--- src/rtl/pipelined_cla_addsub.sv ---
// Elastic, STAGES-deep carry-look-ahead adder/subtractor. Each stage resolves one
// WIDTH/STAGES slice from BLOCK-bit CLA groups, using the carry registered by the stage before.

module pipelined_cla_addsub_slice #(
    parameter int SW    = 16,
    parameter int BLOCK = 4
) (
    input  logic [SW-1:0] i_a,
    input  logic [SW-1:0] i_b,
    input  logic          i_cin,
    output logic [SW-1:0] o_sum,
    output logic          o_cout,
    output logic          o_cmsb
);
    localparam int NG = SW / BLOCK;

    logic [SW-1:0] w_g, w_p, w_c;
    logic [NG-1:0] w_grp_g, w_grp_p;
    logic [NG:0]   w_gc;

    assign w_g = i_a & i_b;
    assign w_p = i_a ^ i_b;

    always_comb begin
        w_grp_g = '0;
        w_grp_p = '1;
        w_gc    = '0;
        w_c     = '0;
        for (int j = 0; j < NG; j++) begin
            for (int i = 0; i < BLOCK; i++) begin
                w_grp_g[j] = w_g[j*BLOCK+i] | (w_p[j*BLOCK+i] & w_grp_g[j]);
                w_grp_p[j] = w_grp_p[j] & w_p[j*BLOCK+i];
            end
        end
        // Group lookahead: one carry per BLOCK-bit group, then bit carries inside each group.
        w_gc[0] = i_cin;
        for (int j = 0; j < NG; j++)
            w_gc[j+1] = w_grp_g[j] | (w_grp_p[j] & w_gc[j]);
        for (int j = 0; j < NG; j++) begin
            w_c[j*BLOCK] = w_gc[j];
            for (int i = 1; i < BLOCK; i++)
                w_c[j*BLOCK+i] = w_g[j*BLOCK+i-1] | (w_p[j*BLOCK+i-1] & w_c[j*BLOCK+i-1]);
        end
    end

    assign o_sum  = w_p ^ w_c;
    assign o_cout = w_gc[NG];
    assign o_cmsb = w_c[SW-1];
endmodule

module pipelined_cla_addsub #(
    parameter int WIDTH  = 32,
    parameter int BLOCK  = 4,
    parameter int STAGES = 2
) (
    input  logic             clk,
    input  logic             rst,
    input  logic             in_valid,
    output logic             in_ready,
    input  logic [WIDTH-1:0] a,
    input  logic [WIDTH-1:0] b,
    input  logic             cin,
    input  logic             sub,
    output logic             out_valid,
    input  logic             out_ready,
    output logic [WIDTH-1:0] sum,
    output logic             cout,
    output logic             ovf,
    output logic             zero
);
    localparam int SW = WIDTH / STAGES;

    // Operands above the current slice ride along; partial sum holds the finished lower slices.
    typedef struct packed {
        logic [WIDTH-1:0] a;
        logic [WIDTH-1:0] bx;
        logic [WIDTH-1:0] s;
        logic             c;
    } beat_t;

    beat_t [STAGES-1:0]        r_pipe;
    beat_t [STAGES-1:0]        w_src, w_nxt;
    logic  [STAGES-1:0]        r_vld, w_vld_in, w_rdy;
    logic  [STAGES-1:0][SW-1:0] w_ssum;
    logic  [STAGES-1:0]        w_scout, w_scmsb;
    logic                      r_ovf, r_zero;

    for (genvar k = 0; k < STAGES; k++) begin : g_stage
        if (k == 0) begin : g_first
            assign w_src[k]    = '{a: a, bx: (sub ? ~b : b), s: '0, c: sub ^ cin};
            assign w_vld_in[k] = in_valid;
        end else begin : g_rest
            assign w_src[k]    = r_pipe[k-1];
            assign w_vld_in[k] = r_vld[k-1];
        end

        pipelined_cla_addsub_slice #(.SW(SW), .BLOCK(BLOCK)) u_slice (
            .i_a    (w_src[k].a[k*SW +: SW]),
            .i_b    (w_src[k].bx[k*SW +: SW]),
            .i_cin  (w_src[k].c),
            .o_sum  (w_ssum[k]),
            .o_cout (w_scout[k]),
            .o_cmsb (w_scmsb[k])
        );

        assign w_nxt[k] = '{a:  w_src[k].a,
                            bx: w_src[k].bx,
                            s:  w_src[k].s | (WIDTH'(w_ssum[k]) << (k*SW)),
                            c:  w_scout[k]};
    end

    // A stage may load when it is empty or everything downstream of it moves this cycle.
    always_comb begin
        w_rdy = '0;
        w_rdy[STAGES-1] = ~r_vld[STAGES-1] | out_ready;
        for (int k = STAGES - 2; k >= 0; k--)
            w_rdy[k] = ~r_vld[k] | w_rdy[k+1];
    end

    always_ff @(posedge clk or posedge rst) begin
        if (rst) begin
            r_vld  <= '0;
            r_pipe <= '0;
            r_ovf  <= 1'b0;
            r_zero <= 1'b0;
        end else begin
            for (int k = 0; k < STAGES; k++) begin
                if (w_rdy[k]) begin
                    r_vld[k] <= w_vld_in[k];
                    if (w_vld_in[k])
                        r_pipe[k] <= w_nxt[k];
                end
            end
            if (w_rdy[STAGES-1] && w_vld_in[STAGES-1]) begin
                r_ovf  <= w_scmsb[STAGES-1] ^ w_scout[STAGES-1];
                r_zero <= ~|w_nxt[STAGES-1].s;
            end
        end
    end

    assign in_ready  = w_rdy[0];
    assign out_valid = r_vld[STAGES-1];
    assign sum       = r_pipe[STAGES-1].s;
    assign cout      = r_pipe[STAGES-1].c;
    assign ovf       = r_ovf;
    assign zero      = r_zero;
endmodule

--- config.mk ---
export PLATFORM = sky130hd
export DESIGN_NAME = pipelined_cla_addsub
export DESIGN_NICKNAME = d
export VERILOG_FILES = /design/src/rtl/pipelined_cla_addsub.sv
export SDC_FILE = /design/constraint.sdc
export NUM_CORES = 1
export LEC_CHECK = 0
export BUFFER_PORTS_ARGS = -buffer_cell sky130_fd_sc_hd__buf_2
export CAP_MARGIN = 20
export CORE_MARGIN = 1
export CORE_UTILIZATION = 50
export DETAILED_ROUTE_END_ITERATION = 12
export GPL_TIMING_DRIVEN = 0
export PLACE_DENSITY = 0.74
export SYNTH_ARGS = -nofsm -noshare
export SYNTH_HDL_FRONTEND = slang
export SYNTH_SLANG_ARGS = --single-unit
--- constraint.sdc ---
create_clock -name clk -period 5.7 [get_ports clk]
set_input_delay 1.71 -clock clk [delete_from_list [all_inputs] [get_ports clk]]
set_output_delay 1.71 -clock clk [all_outputs]
set_load 0.005 [all_outputs]
Yosys cells after proc, flatten, opt, wreduce, memory -nomap -nowiden
Cells that the tools add are included.

operators by class
  muxes and demuxes = 1
  bitwise logic cells = 150
  reduce and logical (&&, ||, !) cells = 5

operator list
  operator             count
  $and A1 B1 Y1        80
  $xor A16 B16 Y16     4
  $or A1 B1 Y1         58
  $and A16 B16 Y16     2
  $mux W32             1
  $not A32 Y32         1
  $or A16 B32 Y32      1
  $reduce_or A32 Y1    1
  $reduce_and A2 Y1    2
  $not A1 Y1           2
  $xor A1 B1 Y1        2
  $logic_and A1 B1 Y1  1
  $logic_not A1 Y1     1

storage, ports and cells
  register bits = 118
  output and inout bits = 37
  word-level logic and storage cells = 166

Logic depth before layout (Yosys ltp)
  depth in word-level cells = 22
  gate-level depth with buffers = 14

Cells and area by module
Synthesis repeated with hierarchy kept, for this count alone.

second synthesis, totals
  cells, all modules = 405
  area total of the unflattened synthesis = 5257.5 um^2

by module, submodules not included
  module                                           times used  cells an instance  area each (um^2)
  pipelined_cla_addsub                             1           269                3917.5
  pipelined_cla_addsub_slice (g_stage[1].u_slice)  1           68                 676.9
  pipelined_cla_addsub_slice (g_stage[0].u_slice)  1           68                 663.1

Worst setup path before layout
OpenSTA, ideal clock, no wires.

  kind = input-to-reg
  start point = input port sub
  end point = register r_pipe[12] in the netlist's numbering
  library setup time = 0.083 ns
  data arrival time = 4.717 ns
  setup slack = 0.901 ns
  cell stages on the path = 14
  cell sequence = buf_4 > buf_2 > xor2_1 > ha_1 > nand2_1 > o21a_1 > o21ai_1 > inv_1 > o31a_1 > fa_1 > fa_1 > fa_1 > xor2_1 > o21ai_0

between the ends
  longest elaborated chain between the ends = 18

ends and longest elaborated chain
  what                                                         line    RTL
  start, declared                                              63      input logic sub,
  $mux W32                                                     90      assign w_src[k] = '{a: a, bx: (sub ? ~b : b), s: '0, c: sub ^ cin};
  $xor A16 B16 Y16 / $and A16 B16 Y16 (equally long branches)  22, 21
  $and A1 B1 Y1                                                31      w_grp_g[j] = w_g[j*BLOCK+i] | (w_p[j*BLOCK+i] & w_grp_g[j]);
  $or A1 B1 Y1                                                 31
  $and A1 B1 Y1                                                31
  $or A1 B1 Y1                                                 31
  $and A1 B1 Y1                                                31
  $or A1 B1 Y1                                                 31
  [... 2 more ...]                                             --
  $or A1 B1 Y1                                                 38      w_gc[j+1] = w_grp_g[j] | (w_grp_p[j] & w_gc[j]);
  $and A1 B1 Y1                                                42      w_c[j*BLOCK+i] = w_g[j*BLOCK+i-1] | (w_p[j*BLOCK+i-1] & w_c[j*BLOCK+i-1]);
  $or A1 B1 Y1                                                 42
  $and A1 B1 Y1                                                42
  $or A1 B1 Y1                                                 42
  $and A1 B1 Y1                                                42
  $or A1 B1 Y1                                                 42
  $xor A16 B16 Y16 *                                           46      assign o_sum = w_p ^ w_c;
  end signal, assigned by index                                131     r_pipe[k] <= w_nxt[k];
  end, declared                                                81      beat_t [STAGES-1:0] r_pipe;

Every way passes the cells marked *; elsewhere a longest branch is shown, timed or not.
A chain may end at the register's enable or synchronous reset.

Worst setup path in the final report
Same ends and word-level chain as after synthesis.

==> reports/qor.yml <==
fin_skew_ps: 12.75
crit_path_end_kind: "register"
dieArea_um2: 10670
grtUsageMet2_pct: 39.49
path_cells: "buf_4 > buf_2 > xor2_1 > ha_1 > nand2_1 > o21a_1 > o21ai_1 > inv_1 > o31a_1 > fa_1 > fa_1 > fa_1 > xor2_1 > o21ai_0"
synth_compound_area_share_pct: 8.045
synthArstFlopShare_pct: 100.0
initial_core_util_pct: 52.03
r2r-end: "zero$_DFFE_PP0P_"
dr.pass1.iters: 4
register_area_um2: 2152
die_y_um: 103.3
crit_path_end: "r_pipe[12]$_DFFE_PP0P_"
syn_nets: 586
multiInputGateArea_um2: 2545
postLayoutCellArea_um2: 6071
critPathKind: "in2reg"
cts-root-buf: "clkbuf_8"
crit_fanout: 10
tns_ps: 0
slew_headroom_pct: 65.02
yosys-top-cells-area: "dfrtp_1 (42%), fa_1 (9.4%), ha_1 (7.8%)"
overflow: 0
drive_above_1_share_pct: 32.99
power_frac_clock_pct: 21.2
slowest_stage: "fa_1"
io_buffer_count: 105
final_common_cell: "buf_2"
cts-buffers-inserted: 9
synth_top_family_by_area: "adder cells"
netlist_area_um2: 5132
num_vias: 3665
diodes: 0
synth_seq_cells: 86
postRouteAntennaNets: 0
worstSetupStartpointType: "input port"
arrival_ps: 5190
timing.final.crit_share_pct: 86.11
top_usage_layer: "met2"
cp-startpoint: "sub"
routed_via_density: 5.126
p_leak_nw: 2.971
r2r_slack_ps: 1950
place_congestion: 0.8730
syn_inst: 460
drc: 0
p_seq_share_pct: 40.9
critical_path_required_ps: 5980
reg2reg_from: "r_pipe[58]$_DFFE_PP0P_"
wl_per_cell_um: 15.39
fillers: 817
min_period_ps: 4908
dp_hpwl_um: 8803
vdd.ir_drop.worst_mv: 0.1617
clk_pin_slew_worst_paths_ps: 90
comb_power_share_pct: 37.9
grt_max_degree: 45
cell_internal_pwr_w: 0.001521
yosys_warnings: 0
cts_setup_buffers: 0
core_um2: 9864
status: "complete, no violations"
netlist.area_leader.share_pct: 41.93
place_area_um2: 5847
drt-total-wl_um: 11000
fmax_ghz: 0.2037
cpMostUsedCell: "fa_1"
muxShareOfSynthArea_pct: 9.849
insertion_delay_ps: 350
setup_violations: 0
tightest_slew_ps: 524.7
synthXorXnorAreaFrac_pct: 6.997
maxCapViolCount: 0
synth_ff_type: "dfrtp_1"
grtUsageMet3_pct: 2.957
mostFrequentLayoutCells: "buf_2 (114), dfrtp_1 (86), nand2_1 (46)"
synth_seq_area_share_pct: 41.93
tritoncts: "built"
synthAdderAreaFrac_pct: 17.16
dieWidth_um: 103.3
synth_cell_types: 40
hold_class: "reg2reg"
p_switching_w: 0.0007241
swShare_pct: 32.26
slew_viol_final: 0
std_cell_rows: 36
drt_iter0_markers: 79
finalHoldViolCount: 0
yosys.area_share.simple_pct: 7.533
clockBufferDepth: 2
slowest_delay_ps: 440
grt_pass1_wl_um: 17780
nNetsFinal: 703
syn_area_per_cell_um2: 11.16
io_pins: 107
grt_setup_unrepaired: "no"
h-tree-depth: 3
area_delta_synth_final_pct: 18.28
grt_pass1_vias: 3729
power_density_nw_per_um2: 369.8
grt.met1_usage_pct: 28.46
cts_hold_buf: 0
cts_resized: 0
reg2reg_depth: 14
cts_sinks: 86
synth_edf_count: 0
antenna_found_initial: 0
groute.usage.overall_pct: 22.40
yosys.area.top_type: "dfrtp_1"
==> cell usage after synthesis (2+ instances only) <==
| master | n |
|---|---|
| o21ai_0 | 42 |
| nor2_1 | 5 |
| clkbuf_1 | 4 |
| o21a_1 | 4 |
| xnor2_1 | 20 |
| inv_1 | 30 |
| mux2_2 | 22 |
| buf_4 | 33 |
| ha_1 | 32 |
| nor3_1 | 5 |
| a211oi_1 | 3 |
| a21oi_1 | 10 |
| buf_2 | 9 |
| nand4_1 | 6 |
| xor2_1 | 21 |
| dfrtp_1 | 86 |
| nand2b_1 | 4 |
| buf_1 | 3 |
| o21ai_1 | 2 |
| fa_1 | 24 |
| nand3_1 | 3 |
| o211ai_1 | 2 |
| nand2_1 | 46 |
| nor4_1 | 7 |
| mux2_1 | 22 |
==> critical path, delay by kind of cell <==
| kind | cells | cell delay, ps |
|---|---|---|
| buf+inv | 3 | 650 |
| xor+xnor | 2 | 320 |
| compound gates | 4 | 820 |
| fa+ha+maj | 4 | 1620 |
| simple gates | 1 | 60 |
==> stage by stage <==
| stage | util (%) | power, W | worst slack [ps] | std cells | hold slack, ps |
|---|---|---|---|---|---|
| finish | 61.54 | 0.002245 | 791.6 | 715 | 491.8 |
| CTS | 61.54 | 0.002262 | 782.6 | 715 | 498.8 |
| detailed placement | 59.27 | 0.001784 | 419.9 | 699 | 478.5 |
| floorplan | - | 0.001474 | 900.8 | 460 | 451.0 |
| global placement | 59.04 | 0.001742 | 496.6 | 698 | 467.7 |
| global route | 61.54 | 0.002409 | 603.2 | 715 | 523.0 |
==> state kept, by name (all words and copies together), names as in the netlist <==
signal,count
r_pipe,49
zero,1
sum,32
cout,1
r_vld,2
ovf,1
==> final cells by class <==
| class | instances | area share [%] |
|---|---|---|
| multi-input combinational | 294 | 41.92 |
| sequential | 86 | 35.45 |
| timing repair buffer | 106 | 8.986 |
| buffer | 49 | 5.256 |
| tap | 133 | 2.741 |
| clock buffer | 11 | 2.329 |
| inverter | 31 | 1.958 |
| clock inverter | 5 | 1.360 |
==> power by group through the flow <==
stage          registers [W]  logic [W]  clock network, W
2_1_floorplan       0.000887   0.000587                 0
3_3_place_gp        0.000917   0.000825                 0
3_5_place_dp        0.000930   0.000854                 0
4_1_cts             0.000919   0.000860          0.000483
5_1_grt             0.000940   0.000960          0.000509
6_report            0.000917   0.000852          0.000476
==> kinds of logic after synthesis <==
kind of cell    Yosys count
xor+xnor                 41
fa+ha+maj                56
flops                    86
simple gates             81
mux                      45
buf+inv                  80
compound gates           71
==> metal layers <==
| layer | wire length, um | vias up | part of all wire [%] |
|---|---|---|---|
| met5 | 0 | - | 0 |
| met4 | 170 | 0 | 1.5 |
| met3 | 393 | 15 | 3.6 |
| met2 | 5427 | 103 | 49 |
| met1 | 5014 | 1789 | 46 |
| li1 | - | 1758 | - |
==> worst min-delay path by stage <==
stage	startpoint	to	cells after the start
floorplan	sum[16]$_DFFE_PP0P_	sum[16]$_DFFE_PP0P_	2
global placement	sum[16]$_DFFE_PP0P_	sum[16]$_DFFE_PP0P_	2
detailed placement	sum[27]$_DFFE_PP0P_	sum[27]$_DFFE_PP0P_	2
CTS	sum[27]$_DFFE_PP0P_	sum[27]$_DFFE_PP0P_	2
global route	sum[31]$_DFFE_PP0P_	sum[31]$_DFFE_PP0P_	2
finish	sum[27]$_DFFE_PP0P_	sum[27]$_DFFE_PP0P_	2
Note: power is estimated with default switching activity, not from simulation.
